<file path="src/rtl/pr_pkg.sv">
// -----------------------------------------------------------------------------
// pr_pkg
// Shared definitions for the partial-reconfiguration ICAP loader family:
//   - pr_state_e    : loader FSM states
//   - CSIB_IDLE     : ICAP chip-select level when no write is presented
//   - RDWRB_WRITE   : ICAP rdwrb level selecting a write
//   - icap_bitswap(): per-byte bit reversal required by ICAPE2
// -----------------------------------------------------------------------------
package pr_pkg;

  typedef enum logic [2:0] {
    ST_IDLE    = 3'd0,
    ST_ISOLATE = 3'd1,
    ST_LOAD    = 3'd2,
    ST_SETTLE  = 3'd3,
    ST_DONE    = 3'd4
  } pr_state_e;

  localparam logic CSIB_IDLE   = 1'b1;
  localparam logic RDWRB_WRITE = 1'b0;

  // ICAPE2 expects each byte bit-reversed; byte order itself is untouched.
  function automatic logic [31:0] icap_bitswap(input logic [31:0] din);
    logic [31:0] dout;
    for (int k = 0; k < 4; k++) begin
      for (int j = 0; j < 8; j++) begin
        dout[8*k+j] = din[8*k+7-j];
      end
    end
    return dout;
  endfunction

endpackage

</file>
<file path="src/rtl/pr_sync_fifo.sv">
// -----------------------------------------------------------------------------
// pr_sync_fifo
// Single-clock FIFO with synchronous flush. Read data is combinational from the
// head entry; when empty, the write data is passed straight through so that a
// simultaneous push and pop leaves the occupancy unchanged.
// Ports:
//   clk, rst_n        : clock, asynchronous active-low reset
//   i_flush           : empty the FIFO (wins over push/pop)
//   i_push, i_data    : write request and data
//   i_pop             : read request (head advances)
//   o_data            : head entry
//   o_full, o_empty   : occupancy flags
// DEPTH must be a power of two.
// -----------------------------------------------------------------------------
module pr_sync_fifo #(
  parameter int WIDTH = 32,
  parameter int DEPTH = 16
) (
  input  logic             clk,
  input  logic             rst_n,
  input  logic             i_flush,
  input  logic             i_push,
  input  logic [WIDTH-1:0] i_data,
  input  logic             i_pop,
  output logic [WIDTH-1:0] o_data,
  output logic             o_full,
  output logic             o_empty
);

  localparam int AW = $clog2(DEPTH);
  localparam logic [AW:0] PTR_ONE = (AW+1)'(1);

  logic [WIDTH-1:0] r_mem [DEPTH];
  // One extra pointer bit distinguishes full from empty when the indices match.
  logic [AW:0]      r_wr_ptr;
  logic [AW:0]      r_rd_ptr;
  logic             w_push;
  logic             w_pop;

  assign o_empty = (r_wr_ptr == r_rd_ptr);
  assign o_full  = (r_wr_ptr[AW] != r_rd_ptr[AW]) &&
                   (r_wr_ptr[AW-1:0] == r_rd_ptr[AW-1:0]);

  // Full + pop frees a slot for the push; empty + push supplies the pop.
  assign w_push = i_push && (!o_full  || i_pop);
  assign w_pop  = i_pop  && (!o_empty || i_push);

  assign o_data = o_empty ? i_data : r_mem[r_rd_ptr[AW-1:0]];

  // NOTE: sequential state uses non-blocking assignments so every register
  // samples the pre-edge values of its neighbours.
  always_ff @(posedge clk or negedge rst_n) begin
    if (!rst_n) begin
      r_wr_ptr <= '0;
      r_rd_ptr <= '0;
    end else if (i_flush) begin
      r_wr_ptr <= '0;
      r_rd_ptr <= '0;
    end else begin
      if (w_push) r_wr_ptr <= r_wr_ptr + PTR_ONE;
      if (w_pop)  r_rd_ptr <= r_rd_ptr + PTR_ONE;
    end
  end

  // NOTE: the storage array has no reset; the pointers alone define which
  // entries are valid, so clearing the data would only cost logic.
  always_ff @(posedge clk) begin
    if (w_push && !i_flush) r_mem[r_wr_ptr[AW-1:0]] <= i_data;
  end

endmodule

</file>
<file path="src/rtl/pr_icap_loader.sv">
// -----------------------------------------------------------------------------
// pr_icap_loader
// Streams a partial bitstream from a valid/ready word bus into ICAPE2 while
// holding the reconfigurable partition decoupled.
// Ports:
//   CLK, RST_n          : clock, asynchronous active-low reset
//   start, length       : begin a load of `length` words (sampled in IDLE)
//   abort               : abandon the load in progress (ignored in IDLE)
//   s_valid/s_data/s_ready : bitstream word stream, bus byte order
//   icap_csib/icap_rdwrb/icap_i : ICAPE2 write port (data bit-swapped)
//   decouple            : isolation request to the partition top
//   busy, done, err     : status; done/err are one-cycle pulses
//   sent_cnt            : words written to ICAP in the current load
// -----------------------------------------------------------------------------
module pr_icap_loader
  import pr_pkg::*;
#(
  parameter int FIFO_DEPTH = 16,
  parameter int LEN_W      = 24,
  parameter int ISO_CYC    = 8,
  parameter int SETTLE_CYC = 16
) (
  input  logic             CLK,
  input  logic             RST_n,
  input  logic             start,
  input  logic [LEN_W-1:0] length,
  input  logic             abort,
  input  logic             s_valid,
  input  logic [31:0]      s_data,
  output logic             s_ready,
  output logic             icap_csib,
  output logic             icap_rdwrb,
  output logic [31:0]      icap_i,
  output logic             decouple,
  output logic             busy,
  output logic             done,
  output logic             err,
  output logic [LEN_W-1:0] sent_cnt
);

  localparam int CYC_MAX = (ISO_CYC > SETTLE_CYC) ? ISO_CYC : SETTLE_CYC;
  localparam int CYC_W   = $clog2(CYC_MAX + 1);
  localparam logic [CYC_W-1:0] ISO_LAST    = CYC_W'(ISO_CYC - 1);
  localparam logic [CYC_W-1:0] SETTLE_LAST = CYC_W'(SETTLE_CYC - 1);
  localparam logic [CYC_W-1:0] CYC_ONE     = CYC_W'(1);
  localparam logic [LEN_W-1:0] LEN_ONE     = LEN_W'(1);

  pr_state_e        r_state;
  pr_state_e        w_next;
  logic [CYC_W-1:0] r_cyc;
  logic [LEN_W-1:0] r_len;
  logic [LEN_W-1:0] r_acc;
  logic [LEN_W-1:0] r_sent;
  logic             r_csib;
  logic             r_rdwrb;
  logic [31:0]      r_icap_i;
  logic             r_rm_invalid;
  logic             r_decouple;
  logic             r_busy;
  logic             r_done;
  logic             r_err;

  logic             w_active;
  logic             w_abort;
  logic             w_start_ok;
  logic             w_start_zero;
  logic             w_last;
  logic             w_push;
  logic             w_pop;
  logic             w_rm_next;
  logic [31:0]      w_fifo_data;
  logic             w_fifo_full;
  logic             w_fifo_empty;

  assign w_active     = (r_state == ST_ISOLATE) || (r_state == ST_LOAD) ||
                        (r_state == ST_SETTLE);
  assign w_abort      = abort && w_active;
  assign w_start_ok   = (r_state == ST_IDLE) && start && (length != '0);
  assign w_start_zero = (r_state == ST_IDLE) && start && (length == '0);

  // Word `length` is on the ICAP port this cycle; nothing further can follow
  // because acceptance stops at `length`.
  assign w_last = (r_state == ST_LOAD) && !r_csib && (r_sent == r_len);

  assign s_ready = (r_state == ST_LOAD) && !w_fifo_full && (r_acc < r_len);
  assign w_push  = s_valid && s_ready;
  assign w_pop   = (r_state == ST_LOAD) && !w_fifo_empty && !abort;

  // rm_invalid is sticky across aborts and only a completed load clears it.
  assign w_rm_next = w_abort ? 1'b1 :
                     (r_state == ST_DONE) ? 1'b0 : r_rm_invalid;

  pr_sync_fifo #(
    .WIDTH (32),
    .DEPTH (FIFO_DEPTH)
  ) u_fifo (
    .clk     (CLK),
    .rst_n   (RST_n),
    .i_flush (w_abort),
    .i_push  (w_push),
    .i_data  (s_data),
    .i_pop   (w_pop),
    .o_data  (w_fifo_data),
    .o_full  (w_fifo_full),
    .o_empty (w_fifo_empty)
  );

  // NOTE: the next-state default is assigned before the case so that no path
  // leaves w_next unassigned, which would infer a latch.
  always_comb begin
    w_next = r_state;
    case (r_state)
      ST_IDLE:    if (w_start_ok)           w_next = ST_ISOLATE;
      ST_ISOLATE: if (r_cyc == ISO_LAST)    w_next = ST_LOAD;
      ST_LOAD:    if (w_last)               w_next = ST_SETTLE;
      ST_SETTLE:  if (r_cyc == SETTLE_LAST) w_next = ST_DONE;
      ST_DONE:                              w_next = ST_IDLE;
      default:                              w_next = ST_IDLE;
    endcase
    if (w_abort) w_next = ST_IDLE;
  end

  always_ff @(posedge CLK or negedge RST_n) begin
    if (!RST_n) begin
      r_state      <= ST_IDLE;
      r_cyc        <= '0;
      r_len        <= '0;
      r_acc        <= '0;
      r_sent       <= '0;
      r_csib       <= CSIB_IDLE;
      r_rdwrb      <= 1'b1;
      r_icap_i     <= '0;
      r_rm_invalid <= 1'b0;
      r_decouple   <= 1'b0;
      r_busy       <= 1'b0;
      r_done       <= 1'b0;
      r_err        <= 1'b0;
    end else begin
      r_state <= w_next;

      // Shared cycle counter for ISOLATE and SETTLE, restarted on every state change.
      if (w_next != r_state)                              r_cyc <= '0;
      else if (r_state == ST_ISOLATE || r_state == ST_SETTLE) r_cyc <= r_cyc + CYC_ONE;

      if (w_start_ok) begin
        r_len  <= length;
        r_acc  <= '0;
        r_sent <= '0;
      end else begin
        if (w_push) r_acc  <= r_acc + LEN_ONE;
        if (w_pop)  r_sent <= r_sent + LEN_ONE;
      end

      r_csib <= w_pop ? 1'b0 : CSIB_IDLE;
      if (w_pop) begin
        r_icap_i <= icap_bitswap(w_fifo_data);
        r_rdwrb  <= RDWRB_WRITE;
      end

      r_rm_invalid <= w_rm_next;
      r_decouple   <= (w_next != ST_IDLE) || w_rm_next;
      r_busy       <= (w_next != ST_IDLE);
      r_done       <= (w_next == ST_DONE);
      r_err        <= w_abort || w_start_zero;
    end
  end

  assign icap_csib  = r_csib;
  assign icap_rdwrb = r_rdwrb;
  assign icap_i     = r_icap_i;
  assign decouple   = r_decouple;
  assign busy       = r_busy;
  assign done       = r_done;
  assign err        = r_err;
  assign sent_cnt   = r_sent;

endmodule

</file>
<file path="config.mk">
export PLATFORM = sky130hd
export DESIGN_NAME = pr_icap_loader
export DESIGN_NICKNAME = d
export VERILOG_FILES = /design/src/rtl/pr_pkg.sv /design/src/rtl/pr_sync_fifo.sv /design/src/rtl/pr_icap_loader.sv
export SDC_FILE = /design/constraint.sdc
export NUM_CORES = 1
export LEC_CHECK = 0
export CORE_MARGIN = 3
export CORE_UTILIZATION = 54
export DETAILED_ROUTE_END_ITERATION = 16
export PLACE_DENSITY_LB_ADDON = 0.05
export SLEW_MARGIN = 20
export SYNTH_ARGS = -nofsm -noshare
export SYNTH_HDL_FRONTEND = slang
export SYNTH_HIERARCHICAL = 1
export SYNTH_SLANG_ARGS = --single-unit
</file>
<file path="constraint.sdc">
create_clock -name CLK -period 6.1 [get_ports CLK]
set_input_delay 1.525 -clock CLK [delete_from_list [all_inputs] [get_ports CLK]]
set_output_delay 1.525 -clock CLK [all_outputs]
set_load 0.005 [all_outputs]
</file>
==> flow_metrics.env <==
export IMPL_detail_route_wl_per_cell_um=23.3
export IMPL_synth_distinct_cells=62
export IMPL_holdBufCountCts=0
export IMPL_die_area_um2=52400
export IMPL_crit_path_start_kind="flop"
export IMPL_synth_compound_area_share_pct=4.85
export IMPL_num_antenna_cells=0
export IMPL_ctsResizeCount=0
export IMPL_syn_area_um2=26800
export IMPL_ios=124
export IMPL_setup_slack_ns=0.659
export IMPL_fmax_mhz=184
export IMPL_cp_max_fo=28
export IMPL_viasPerCell=5.89
export IMPL_root_buffer="clkbuf_16"
export IMPL_yosysTopAreaCellShare_pct=57.4
export IMPL_grt_max_degree=70
export IMPL_final_hold_violation_count=0
export IMPL_fin_crit_sh_pct=89.2
export IMPL_leakage_nw=10.6
export IMPL_synthMuxAreaShare_pct=11.9
export IMPL_dieWidth_um=229
export IMPL_dp_slack_ns=1.29
export IMPL_synth_xor_area_share_pct=1.96
export IMPL_ys_seq_area_share_pct=69.4
export IMPL_cts_buffers_inserted=68
export IMPL_instances_no_fill=2583
export IMPL_drt_iter0_drc=1201
export IMPL_antenna_found_initial=1
export IMPL_p_per_area_nw_per_um2=310
export IMPL_grtUsageTotal_pct=23.5
export IMPL_worstMarginPinSlew_ns=1.06
export IMPL_layout_drive_gt1_share_pct=14.0
export IMPL_htreeDepth=3
export IMPL_placedCellCount=2459
export IMPL_clock_latency_ns=0.61
export IMPL_min_period_ns=5.44
export IMPL_post_cts_buffers=0
export IMPL_syn_inst=1722
export IMPL_synth_warnings=6
export IMPL_final_util_pct=63.3
export IMPL_cp_arrival_ns=3.92
export IMPL_cts_tree="done"
export IMPL_peakVddDrop_mv=0.191
export IMPL_numPortBuffers=123
export IMPL_crit_type="flop to output port"
export IMPL_yosys_register_bits=641
export IMPL_die_y_um=229
export IMPL_hold_path_class="flop to flop"
export IMPL_start_util_pct=54.8
export IMPL_end_kind="output port"
export IMPL_yosys_area_share_simple_pct=7.55
export IMPL_path_clk_slew_ns=0.06
export IMPL_drtAntennaViolNets=0
export IMPL_dr_pass1_iters=4
export IMPL_setup_viol=0
export IMPL_final_nets=1958
export IMPL_fin_setup_tns_ns=0
export IMPL_avgSynthCellArea_um2=15.6
export IMPL_clock_skew_ns=0.0189
export IMPL_synthTopCellsByArea="edfxtp_1, dfrtp_1, mux4_2, mux2i_1, nor2_1"
export IMPL_place_congestion=0.841
export IMPL_power_mw=9.60
export IMPL_syn_num_nets=1815
export IMPL_drv_cap=0
export IMPL_first_global_vias=15600
export IMPL_synth_most_common_cell="edfxtp_1"
export IMPL_via_count=15200
export IMPL_synth_top_family_by_area="multiplexers"
export IMPL_grt_first_pass_wirelength_mm=93.5
export IMPL_grt_ovfl_total=0
export IMPL_routed_wirelength_mm=60.2
export IMPL_worstPathRequired_ns=4.58
export IMPL_cts_sinks=641
export IMPL_synthFlopType="edfxtp_1"
export IMPL_core_area_um2=49000
export IMPL_slew_headroom_pct=29.3
export IMPL_rows=81
export IMPL_outcome="finished, final reports clean"
export IMPL_synth_commonest_cells="edfxtp_1, nor2_1, nand2_1"
export IMPL_drc=0
export IMPL_synth_adder_area_share_pct=1.49
export IMPL_synth_area_leader_cell="edfxtp_1"
export IMPL_synth_edff_count=512
export IMPL_areaGrowthSynthToFinish_pct=15.6
export IMPL_slew_violations=0
export IMPL_dpl_hpwl_mm=35.5
export IMPL_async_flop_share_pct=20.1
export IMPL_rsz0062_at_grt="no"
export IMPL_cts_buffer_depth=3
-- metrics by stage --
step	hold WS (ns)	area (µm²)
6_report	0.474	31000
5_1_grt	0.499	31000
4_1_cts	0.479	31000
3_5_place_dp	0.465	28800
3_3_place_gp	0.458	28800
2_1_floorplan	0.470	26800
-- power by group --
group / leakage [nW] / switching, mW / internal, mW
Combinational: 3.21 / 0.366 / 0.235
Sequential: 6.29 / 0.0871 / 4.84
Clock: 1.08 / 1.65 / 2.42
Total: 10.6 / 2.11 / 7.50
-- sequential cells by signal, indices dropped and copies added, names as in the netlist, 3 cells and up --
name and flops:
u_fifo/r_mem 512, sent_cnt 24, icap_i 32, r_len 24
r_cyc 5, u_fifo/r_wr_ptr 5, r_acc 24, r_state 3
u_fifo/r_rd_ptr 5
-- critical path, stage by stage, from the launching register on --
cell	delay (ns)
dfrtp_4	0.69
xnor2_1	0.21
nand4_2	0.24
nor2_1	0.09
or3_1	0.40
a211o_1	0.32
a211o_1	0.37
buf_4	0.26
inv_1	0.18
clkdlybuf4s50_1	0.54
-- cell usage in the layout (no fill, tap or decap), types with 31 or more instances in the layout --
| cell | n |
|---|---|
| xor2_1 | 36 |
| dfrtp_1 | 123 |
| o21ai_0 | 49 |
| ha_1 | 32 |
| edfxtp_1 | 512 |
| a221oi_1 | 31 |
| mux4_2 | 94 |
| buf_4 | 36 |
| nor2_1 | 148 |
| mux2i_1 | 102 |
| nand2_1 | 158 |
| clkbuf_16 | 71 |
| clkdlybuf4s50_1 | 122 |
| inv_1 | 38 |
| a21oi_1 | 100 |
-- layer usage --
metal	GRT usage (%)	wire length, µm	part of all wire [%]	vias up
met2	37.6	29000	48	440
met4	6.59	1460	2.4	2
met1	33.4	26100	43	7816
met3	4.50	3550	5.9	100
li1	-	-	-	6860
met5	0	15	0.025	-
-- worst paths after layout --
check,start,to,slack [ns],depth (start not counted)
hold reg to reg,icap_i[7],icap_i[7],0.47,2
setup / recovery,u_fifo/r_rd_ptr[2],s_ready,0.66,9
setup reg to reg,u_fifo/r_rd_ptr[2],u_fifo/r_mem[7][24],1.49,12
min in group asynchronous,RST_n,icap_i[30],0.98,1
hold / removal,icap_i[7],icap_i[7],0.47,2
max in group asynchronous,RST_n,r_cyc[3],4.17,2
-- logic make-up after synthesis --
| family | count (synthesis) |
|---|---|
| AOI/OAI and AO/OA | 212 |
| buffers and inverters | 129 |
| xor gates and xnor gates | 60 |
| and+or+nand+nor | 449 |
| adders and majority gates | 32 |
| DFF | 641 |
| muxes | 199 |
-- final cells by class --
class,count,area [µm²]
clock buffers,101,1980
flip-flops and latches,641,18600
multi-input cells,952,7590
well taps,664,831
clock inverters,23,238
repair buffers,163,1580
inverters,39,146
fillers,3620,18000
No activity file was read; power rests on OpenSTA's default activity.
